<file path="config.mk">
export PLATFORM = sky130hd
export DESIGN_NAME = mem_access_unit
export DESIGN_NICKNAME = d
export VERILOG_FILES = /design/src/rtl/mem_access_unit.sv
export SDC_FILE = /design/constraint.sdc
export NUM_CORES = 1
export LEC_CHECK = 0
export CAP_MARGIN = 15
export CORE_MARGIN = 2
export CORE_UTILIZATION = 43
export CTS_CLUSTER_SIZE = 24
export DETAILED_ROUTE_END_ITERATION = 8
export PLACE_DENSITY = 0.77
export SYNTH_ARGS = -nofsm -noshare
export SYNTH_HDL_FRONTEND = slang
export SYNTH_SLANG_ARGS = --single-unit
</file>
<file path="constraint.sdc">
create_clock -name clk -period 1.9 [get_ports clk]
set_input_delay 0.38 -clock clk [delete_from_list [all_inputs] [get_ports clk]]
set_output_delay 0.38 -clock clk [all_outputs]
set_load 0.005 [all_outputs]
</file>
<file path="src/rtl/mem_access_unit.sv">
// Load/store requester between the memory stage and a word-indexed data memory.
// Loads take 2 cycles, SW 2, SH/SB 3 (read-modify-write), errors 1; one request in flight.
module mem_access_unit #(
    parameter int MEM_DEPTH = 256
) (
    input  logic        clk,
    input  logic        rst,
    input  logic        req_valid,
    output logic        req_ready,
    input  logic [2:0]  req_op,
    input  logic [31:0] req_addr,
    input  logic [31:0] req_wdata,
    output logic        resp_valid,
    input  logic        resp_ready,
    output logic [31:0] resp_rdata,
    output logic        resp_err,
    output logic        mem_wr_en,
    output logic [31:0] mem_addr,
    output logic [31:0] mem_wdata,
    input  logic [31:0] mem_rdata
);
    typedef enum logic [1:0] {S_IDLE, S_RD, S_WR, S_RESP} state_t;

    localparam logic [2:0] OP_LW  = 3'd0;
    localparam logic [2:0] OP_LH  = 3'd1;
    localparam logic [2:0] OP_LHU = 3'd2;
    localparam logic [2:0] OP_LB  = 3'd3;
    localparam logic [2:0] OP_LBU = 3'd4;
    localparam logic [2:0] OP_SW  = 3'd5;
    localparam logic [2:0] OP_SH  = 3'd6;
    localparam logic [2:0] OP_SB  = 3'd7;
    localparam logic [30:0] DEPTH_W = 31'(MEM_DEPTH);

    state_t      state_q, state_d;
    logic [2:0]  op_q, op_d;
    logic [31:0] addr_q, addr_d;
    logic [31:0] wdata_q, wdata_d;
    logic [31:0] old_q, old_d;
    logic [31:0] rdata_q, rdata_d;
    logic        err_q, err_d;

    logic        misalign, out_of_range;
    logic [4:0]  byte_sh, half_sh;
    logic [31:0] rd_byte, rd_half, load_val, lane_mask, lane_val, wr_word;

    always_comb begin
        misalign = 1'b0;
        if ((req_op == OP_LW || req_op == OP_SW) && (req_addr[1:0] != 2'b00))
            misalign = 1'b1;
        if ((req_op == OP_LH || req_op == OP_LHU || req_op == OP_SH) && req_addr[0])
            misalign = 1'b1;
        out_of_range = {1'b0, req_addr[31:2]} >= DEPTH_W;
    end

    // Big-endian lanes: offset 0 is the most significant byte/halfword.
    always_comb begin
        byte_sh  = {~addr_q[1:0], 3'b000};
        half_sh  = addr_q[1] ? 5'd0 : 5'd16;
        rd_byte  = mem_rdata >> byte_sh;
        rd_half  = mem_rdata >> half_sh;
        load_val = mem_rdata;
        case (op_q)
            OP_LH:   load_val = {{16{rd_half[15]}}, rd_half[15:0]};
            OP_LHU:  load_val = {16'h0000, rd_half[15:0]};
            OP_LB:   load_val = {{24{rd_byte[7]}}, rd_byte[7:0]};
            OP_LBU:  load_val = {24'h000000, rd_byte[7:0]};
            default: load_val = mem_rdata;
        endcase
        if (op_q == OP_SB) begin
            lane_mask = 32'h0000_00FF << byte_sh;
            lane_val  = {24'h000000, wdata_q[7:0]} << byte_sh;
        end else begin
            lane_mask = 32'h0000_FFFF << half_sh;
            lane_val  = {16'h0000, wdata_q[15:0]} << half_sh;
        end
        wr_word = (op_q == OP_SW) ? wdata_q : ((old_q & ~lane_mask) | lane_val);
    end

    always_comb begin
        state_d = state_q;
        op_d    = op_q;
        addr_d  = addr_q;
        wdata_d = wdata_q;
        old_d   = old_q;
        rdata_d = rdata_q;
        err_d   = err_q;
        case (state_q)
            S_IDLE: begin
                if (req_valid) begin
                    op_d    = req_op;
                    addr_d  = req_addr;
                    wdata_d = req_wdata;
                    rdata_d = 32'h0;
                    err_d   = misalign || out_of_range;
                    if (misalign || out_of_range) state_d = S_RESP;
                    else if (req_op == OP_SW)     state_d = S_WR;
                    else                          state_d = S_RD;
                end
            end
            S_RD: begin
                if (op_q == OP_SH || op_q == OP_SB) begin
                    old_d   = mem_rdata;
                    state_d = S_WR;
                end else begin
                    rdata_d = load_val;
                    state_d = S_RESP;
                end
            end
            S_WR:    state_d = S_RESP;
            default: if (resp_ready) state_d = S_IDLE;
        endcase
    end

    always_ff @(posedge clk) begin
        if (rst) begin
            state_q <= S_IDLE;
            op_q    <= 3'd0;
            addr_q  <= 32'h0;
            wdata_q <= 32'h0;
            old_q   <= 32'h0;
            rdata_q <= 32'h0;
            err_q   <= 1'b0;
        end else begin
            state_q <= state_d;
            op_q    <= op_d;
            addr_q  <= addr_d;
            wdata_q <= wdata_d;
            old_q   <= old_d;
            rdata_q <= rdata_d;
            err_q   <= err_d;
        end
    end

    // Reset gates the handshake and the write strobe combinationally.
    always_comb begin
        req_ready  = (state_q == S_IDLE) && !rst;
        resp_valid = (state_q == S_RESP);
        resp_rdata = (state_q == S_RESP) ? rdata_q : 32'h0;
        resp_err   = (state_q == S_RESP) && err_q;
        mem_wr_en  = (state_q == S_WR) && !rst;
        mem_addr   = (state_q == S_RD || state_q == S_WR) ? {2'b00, addr_q[31:2]} : 32'h0;
        mem_wdata  = (state_q == S_WR) ? wr_word : 32'h0;
    end
endmodule

</file>
==> results.md <==
- Outcome: finished with violations
- Violated checks: setup timing
- Design area: 11370 µm²
- Setup-failing EPs final: 96
- Gate power share: 46.1%
- Total grt overflow: 0
- Clock root cell: clkbuf_16
- Synth cell types: 56
- Routed wire length: 25930 µm
- Die area: 16460 µm²
- Most frequent cells in the layout: nand2_1 (217), dfxtp_1 (127), a21oi_1 (114)
- Critical Path Start Type: flip-flop
- Worst Path Buf+Inv: 3
- NetSw: 4333 µW
- Num CTS Buffers: 17
- Critical path's slowest cell: dfxtp_4
- Mux share of post-synthesis cell area: 2.881%
- CTS H-Tree Depth: 4
- Initial DRC Count: 682
- CTS tree: yes
- Clock share of power: 26.5%
- Crit Path Max Fanout: 8
- Initial core utilization: 43.87%
- Reg2reg path depth: 8
- Finished Layout Cells: 1370
- Average size of a mapped cell: 7.526 µm²
- Clock transition at path regs: 0.05 ns
- Synth Flop Type: dfxtp_1
- Tmin final: 2.295 ns
- Worst hold stages: 2
- Pleak: 0.004537 µW
- Critical R2R Launch: op_q[1]
- Post-DP HPWL: 15710 µm
- Net count, final: 1276
- Fmax: 435.7 MHz
- CP endpoint kind: output pin
- WP data required: 1.52 ns
- Post-DP Area: 9320 µm²
- N_diodes: 0
- Largest family of logic cells by synthesized area: simple AND/OR/NAND/NOR gates
- Simple-gate share of the synthesized area: 27.96%
- Most common cell after layout, fill and taps aside: nand2_1
- I/O Buffers: 200
- Vias/cell: 5.742
- Width of the die: 128.3 µm
- Post-DR wirelength/cell: 18.92 µm
- Sw Share: 33.82%
- First-pass GRT wire length: 39560 µm
- Reg2reg end: rdata_q[0]
- Worst IR Drop VDD: 823.6 µV
- Slew HR: 43.01%
- Sequential fraction of design power: 27.4%
- Clk_skew: 0.008636 ns
- Seq/Total Area, Yosys: 40.37%
- RSZ-0062 raised after global routing: yes
- Antenna violations before repair: 0
- Max cap viols: 0
- Synthesized instance count: 883
- Hold Path Sink: addr_q[25]
- GPL Wtd Cong: 0.8810
- Final Hold Fails: 0
- Post-synthesis register bit count: 134
- Worst-Margin Slew: 0.8548 ns
- Synth warnings: 0
- Post-synthesis adder-cell area fraction: 0.7532%
- Vias in the first global route: 7703
- Post-synthesis xor/xnor area fraction: 0.1318%
- CTS max path bufs: 2
- Inst Count DP: 1274
- Via count: 7866
- Worst Hold Class: input port to flip-flop
- Critical path class: flip-flop to output pin
- Area Overhead vs Synth: 71.14%
- Final setup margin: -0.3951 ns
- Worst Path Arrival: 1.92 ns
- R2r setup slk: 0.01 ns
- Fraction of layout cells with a size suffix above 1: 36.29%
- Max Slew Vio Count: 0
- Final period util: 120.8%
- Critical path's top delay family: buffers and inverters
- CP max stage delay: 0.36 ns
- Largest net degree at the start of global routing: 82
- CTS Sinks: 134
- Pwr Density: 1127 nW/µm²
- HP Start: rst
- Core area: 15150 µm²
- Synth Area in Compound Gates: 22.59%
- GRT Resource Usage Total: 30.52%
- Syn Std Cell Area: 6645 µm²
- DP Worst Slack: -0.3629 ns
- Routed Antenna Nets: 0
- Asr flop ratio synth: 0%
- Initial DRT Pass Iterations: 5
- # IOs: 203
- Crit path cell chain: and4b_2, buf_12, nor2_4, buf_6, nand2_1, a311oi_1, buf_2
- DIE HEIGHT: 128.3 µm
- Clk Latency, worst-skew pair: 0.43 ns
- Final core utilization: 75.08%
- DRC violations left: 0
- Post-synth EDFFs: 0
- Cell Rows: 45
- Int Pwr: 8479 µW
==> synth_stat cells (10+ instances only) <==
| master | number | share of area, % |
|---|---|---|
| dfxtp_1 | 134 | 40 |
| o21ai_0 | 32 | 2.4 |
| clkbuf_1 | 59 | 3.3 |
| a21oi_1 | 127 | 9.6 |
| a221oi_1 | 10 | 1.3 |
| and3_1 | 11 | 1.0 |
| nor2_1 | 42 | 2.4 |
| and2_1 | 66 | 6.2 |
| nand2_1 | 230 | 13 |
| o2bb2ai_1 | 24 | 3.2 |
| nand4_1 | 17 | 1.6 |
==> worst max path at each step <==
stage / start / to / slack [ns] / depth (start not counted)
2_1_floorplan: op_q[2] / mem_wdata[24] / 0.05 / 6
3_3_place_gp: op_q[2] / mem_wdata[16] / -0.30 / 7
3_5_place_dp: op_q[2] / mem_wdata[16] / -0.36 / 7
4_1_cts: op_q[1] / mem_wdata[2] / -0.35 / 8
5_1_grt: op_q[1] / mem_wdata[8] / -0.47 / 8
6_report: op_q[0] / mem_wdata[23] / -0.40 / 7
==> layer usage <==
metal | GRT usage [%] | share of wire, % | vias to the layer above
li1 | - | - | 3627
met1 | 36.03 | 38 | 3752
met2 | 51.53 | 49 | 380
met3 | 8.264 | 8.6 | 107
met4 | 14.61 | 4.6 | 0
met5 | 0 | 0 | -
==> worst reg2reg max path: cells and delay by family (launching register included) <==
kind | cells | cell delay [ns]
buf+inv | 4 | 0.57
simple gates | 2 | 0.57
compound gates | 2 | 0.34
flops | 1 | 0.33
==> timing repair <==
action,CTS,global route
pin swaps,85,42
hold buffers,0,0
setup buffers,40,21
cloned,10,1
endpoints found under the setup margin,122,129
gates resized for setup,608,106
==> per-stage QoR <==
| step | setup TNS [ns] | hold WS [ns] | power [µW] |
|---|---|---|---|
| global route | -25.87 | 0.2679 | 13350 |
| finish | -20.82 | 0.2657 | 12810 |
| global placement | -13.37 | 0.4365 | 7071 |
| detailed placement | -14.78 | 0.4418 | 7139 |
| CTS | -19.69 | 0.2416 | 12300 |
| floorplan | 0 | 0.4242 | 5350 |
==> cells by family (layout without fill, tap and decap cells) <==
group	after synthesis	in the layout
simple gates	401	401
compound gates	242	242
buf+inv	83	381
flops	134	134
mux	17	17
fa+ha+maj	4	4
other cells	1	2
xor+xnor	1	1
==> cell type report <==
cell class	count	area, µm²
tap	188	235.2
sequential	134	2699
clock buffer	20	456.7
fill	1015	3774
clock inverter	12	152.6
multi-input combinational	667	4197
timing repair buffer	343	3597
inverter	6	35.03
==> registers in the layout, summed over array words and instances, names as in the netlist <==
| name | cells |
|---|---|
| addr_q | 32 |
| err_q | 1 |
| old_q | 32 |
| op_q | 3 |
| rdata_q | 32 |
| state_q | 2 |
| wdata_q | 32 |
==> power groups by stage <==
stage / clock network (µW) / logic [µW] / registers (µW)
floorplan: 0 / 1940 / 3410
global placement: 0 / 3600 / 3470
detailed placement: 0 / 3660 / 3480
CTS: 3410 / 5420 / 3460
global route: 3530 / 6280 / 3540
finish: 3400 / 5910 / 3510
Note: power is estimated with default switching activity, not from simulation.
==> patch, RTL diff (same flow settings) <==
Change the parameter `MEM_DEPTH` from 256 to 128.
--- a/src/rtl/mem_access_unit.sv
+++ b/src/rtl/mem_access_unit.sv
@@ -2,5 +2,5 @@
 // Loads take 2 cycles, SW 2, SH/SB 3 (read-modify-write), errors 1; one request in flight.
 module mem_access_unit #(
-    parameter int MEM_DEPTH = 256
+    parameter int MEM_DEPTH = 128
 ) (
     input  logic        clk,
Behaviour: not the same (a bounded check fails within 4 cycles, from zero or initial values and one cycle with rst high).
==> patch against the original RTL <==
The run still ends with setup timing left. Area after synthesis rose by 2.1%. Final area rose by 1.2%. Largest cell class unchanged. Global-route usage fell by 1.0 points. Wire length rose by 3.6%. Worst setup slack got worse by 0.022 ns. Sequential cell count did not move. Sequential power barely moved. Power fell by 1.5%. Die area rose by 2.0%.
==> patch: results (changes against the original RTL) <==
largest net degree at the start of global routing 52 (-37%); FFs w/ async S/R, synth 0% (unchanged); LEAKAGE 0.00446 uW (-1.8%); final worst setup slack -0.417 ns (-0.0223 ns); Worst Path Max Fanout 8 (unchanged); Worst-path clk slew approximately 0.060 ns; synth cell count leaders nand2_1, a21oi_1, dfxtp_1; Sw Ratio 34.8% (+1.0 points); placed cell count 1307 (+2.6%); vias in the first global route 7149 (-7.2%); hpwl dp 17000 um (+8.2%); share of layout cells above drive strength 1 37.4% (+1.1 points); status finished, violations left; Ant. Diodes 0 (unchanged); Post-DP Area 0.00942 mm2 (+1.1%); drt first pass iters 5 (unchanged); Final setup viols 116 (+21%); later-pin clock latency in the skew report 0.43 ns (about the same); Crit. Startpoint op_q[1]$_SDFFE_PP0P_; Num CTS Buffers 17 (unchanged); via count 8042 (+2.2%); Avg Cell Area, Syn 7.63 um2 (+1.4%); fillers 1088 (+7.2%); synth unique cells 60 (+7.1%); GR Util All Layers 29.5% (-1.0 points); first-pass GRT wire length 38200 um (-3.4%); Power Density 1100 mW/mm2 (-2.7%); drt first-iter violations 957 (+40%); Worst Hold Class in2reg; PortBufs 200 (unchanged); Worst EP arrival 1.94 ns (+0.02 ns); skew final 0.00699 ns (-0.00165 ns); measured slew at the worst slew-check pin 0.530 ns (-0.325 ns); min-delay src rst; FF-to-FF Start op_q[0]$_SDFFE_PP0P_; number of synthesis warnings 0 (unchanged); nets@finish 1273 (-0.24%); initial antenna violation count 0 (unchanged); non-filler instance count after layout 1390 (+1.5%); GPL Wtd Cong 0.946 (+7.4%); WL final 26900 um (+3.6%); CTS H-tree depth 4 (unchanged); Max IR drop VDD 0.803 mV (-2.5%); Seq/Total Area, Yosys 39.5% (-0.83 points); Root Buffer clkbuf_16; Synth area leaders dfxtp_1, nand2_1, a21oi_1; Max Root-Sink Buffers 2 (unchanged); failing checks setup timing
## patch: changes by cell type after synthesis, moves of 16 or more
cell     change
nand4_1     -16
a21oi_1     +21
or4_1       +16
nor2_1      -31
mux2i_1     +16
## patch: cells by family after synthesis
group / after synthesis / synth area share (%)
AND/OR/NAND/NOR: 375 / 26.1
AO/OA/AOI/OAI: 262 / 23.2
flip-flops: 134 / 39.5
buffers and inverters: 84 / 5.77
multiplexers: 27 / 4.19
adder cells (fa/ha/maj): 5 / 0.904
other: 1 / 0.0553
XOR/XNOR: 1 / 0.240
## patch: cell type report
type	count	area share (%)
inverter	8	0.283
clock inverter	14	1.32
multi-input combinational	673	39.4
tap	211	2.29
sequential	134	23.4
clock buffer	18	3.73
timing repair buffer	332	29.6
## patch: power groups by stage
stage	sequential (uW)	combinational (uW)	clock [uW]
3_5_place_dp	3470	3650	0
6_report	3500	5860	3260
5_1_grt	3530	6190	3420
2_1_floorplan	3400	2000	0
3_3_place_gp	3460	3620	0
4_1_cts	3460	5200	3280
## patch: per-layer routing
layer / wire, um / track usage (%) / part of all wire, % / vias up
li1: - / - / - / 3654
met1: 10900 / 39.6 / 40 / 3802
met2: 12400 / 45.7 / 46 / 486
met3: 2600 / 7.10 / 9.7 / 100
met4: 1010 / 12.0 / 3.8 / 0
met5: 0 / 0 / 0 / -
## patch: path summary, 6_finish.rpt
path         slack, ns                  endpoint  cells past startpoint
max              -0.42             mem_wdata[14]                      8
min               0.31  rdata_q[26]$_SDFFE_PP0P_                      2
max reg2reg      -0.15  rdata_q[18]$_SDFFE_PP0P_                     10
min reg2reg       0.45   addr_q[22]$_SDFFE_PP0P_                      2
## patch: worst max-delay path, cell delays in order, from the launching register on
cell,delay (ns)
dfxtp_2,0.32
buf_6,0.11
nand3b_1,0.20
buf_6,0.16
buf_6,0.13
a21boi_2,0.15
buf_6,0.17
o2bb2ai_2,0.12
buf_2,0.14
## patch: per-stage QoR
stage          hold WS [ns]  total power [uW]  utilization (%)  setup WS [ns]  setup TNS (ns)
4_1_cts               0.261             11900             71.0         -0.350          -18.59
3_3_place_gp          0.437              7080             61.5         -0.716          -29.16
2_1_floorplan         0.424              5400                -         0.0139               0
3_5_place_dp          0.444              7130             61.5         -0.403          -22.95
6_report              0.311             12600             75.2         -0.417          -20.40
5_1_grt               0.315             13100             75.2         -0.469          -25.99
## patch: what timing repair did
| action | CTS | global route |
|---|---|---|
| setup endpoints to repair | 129 | 130 |
| pin swaps | 66 | 50 |
| gates cloned | 9 | 3 |
| buffers inserted | 32 | 14 |
| gates resized for setup | 594 | 135 |
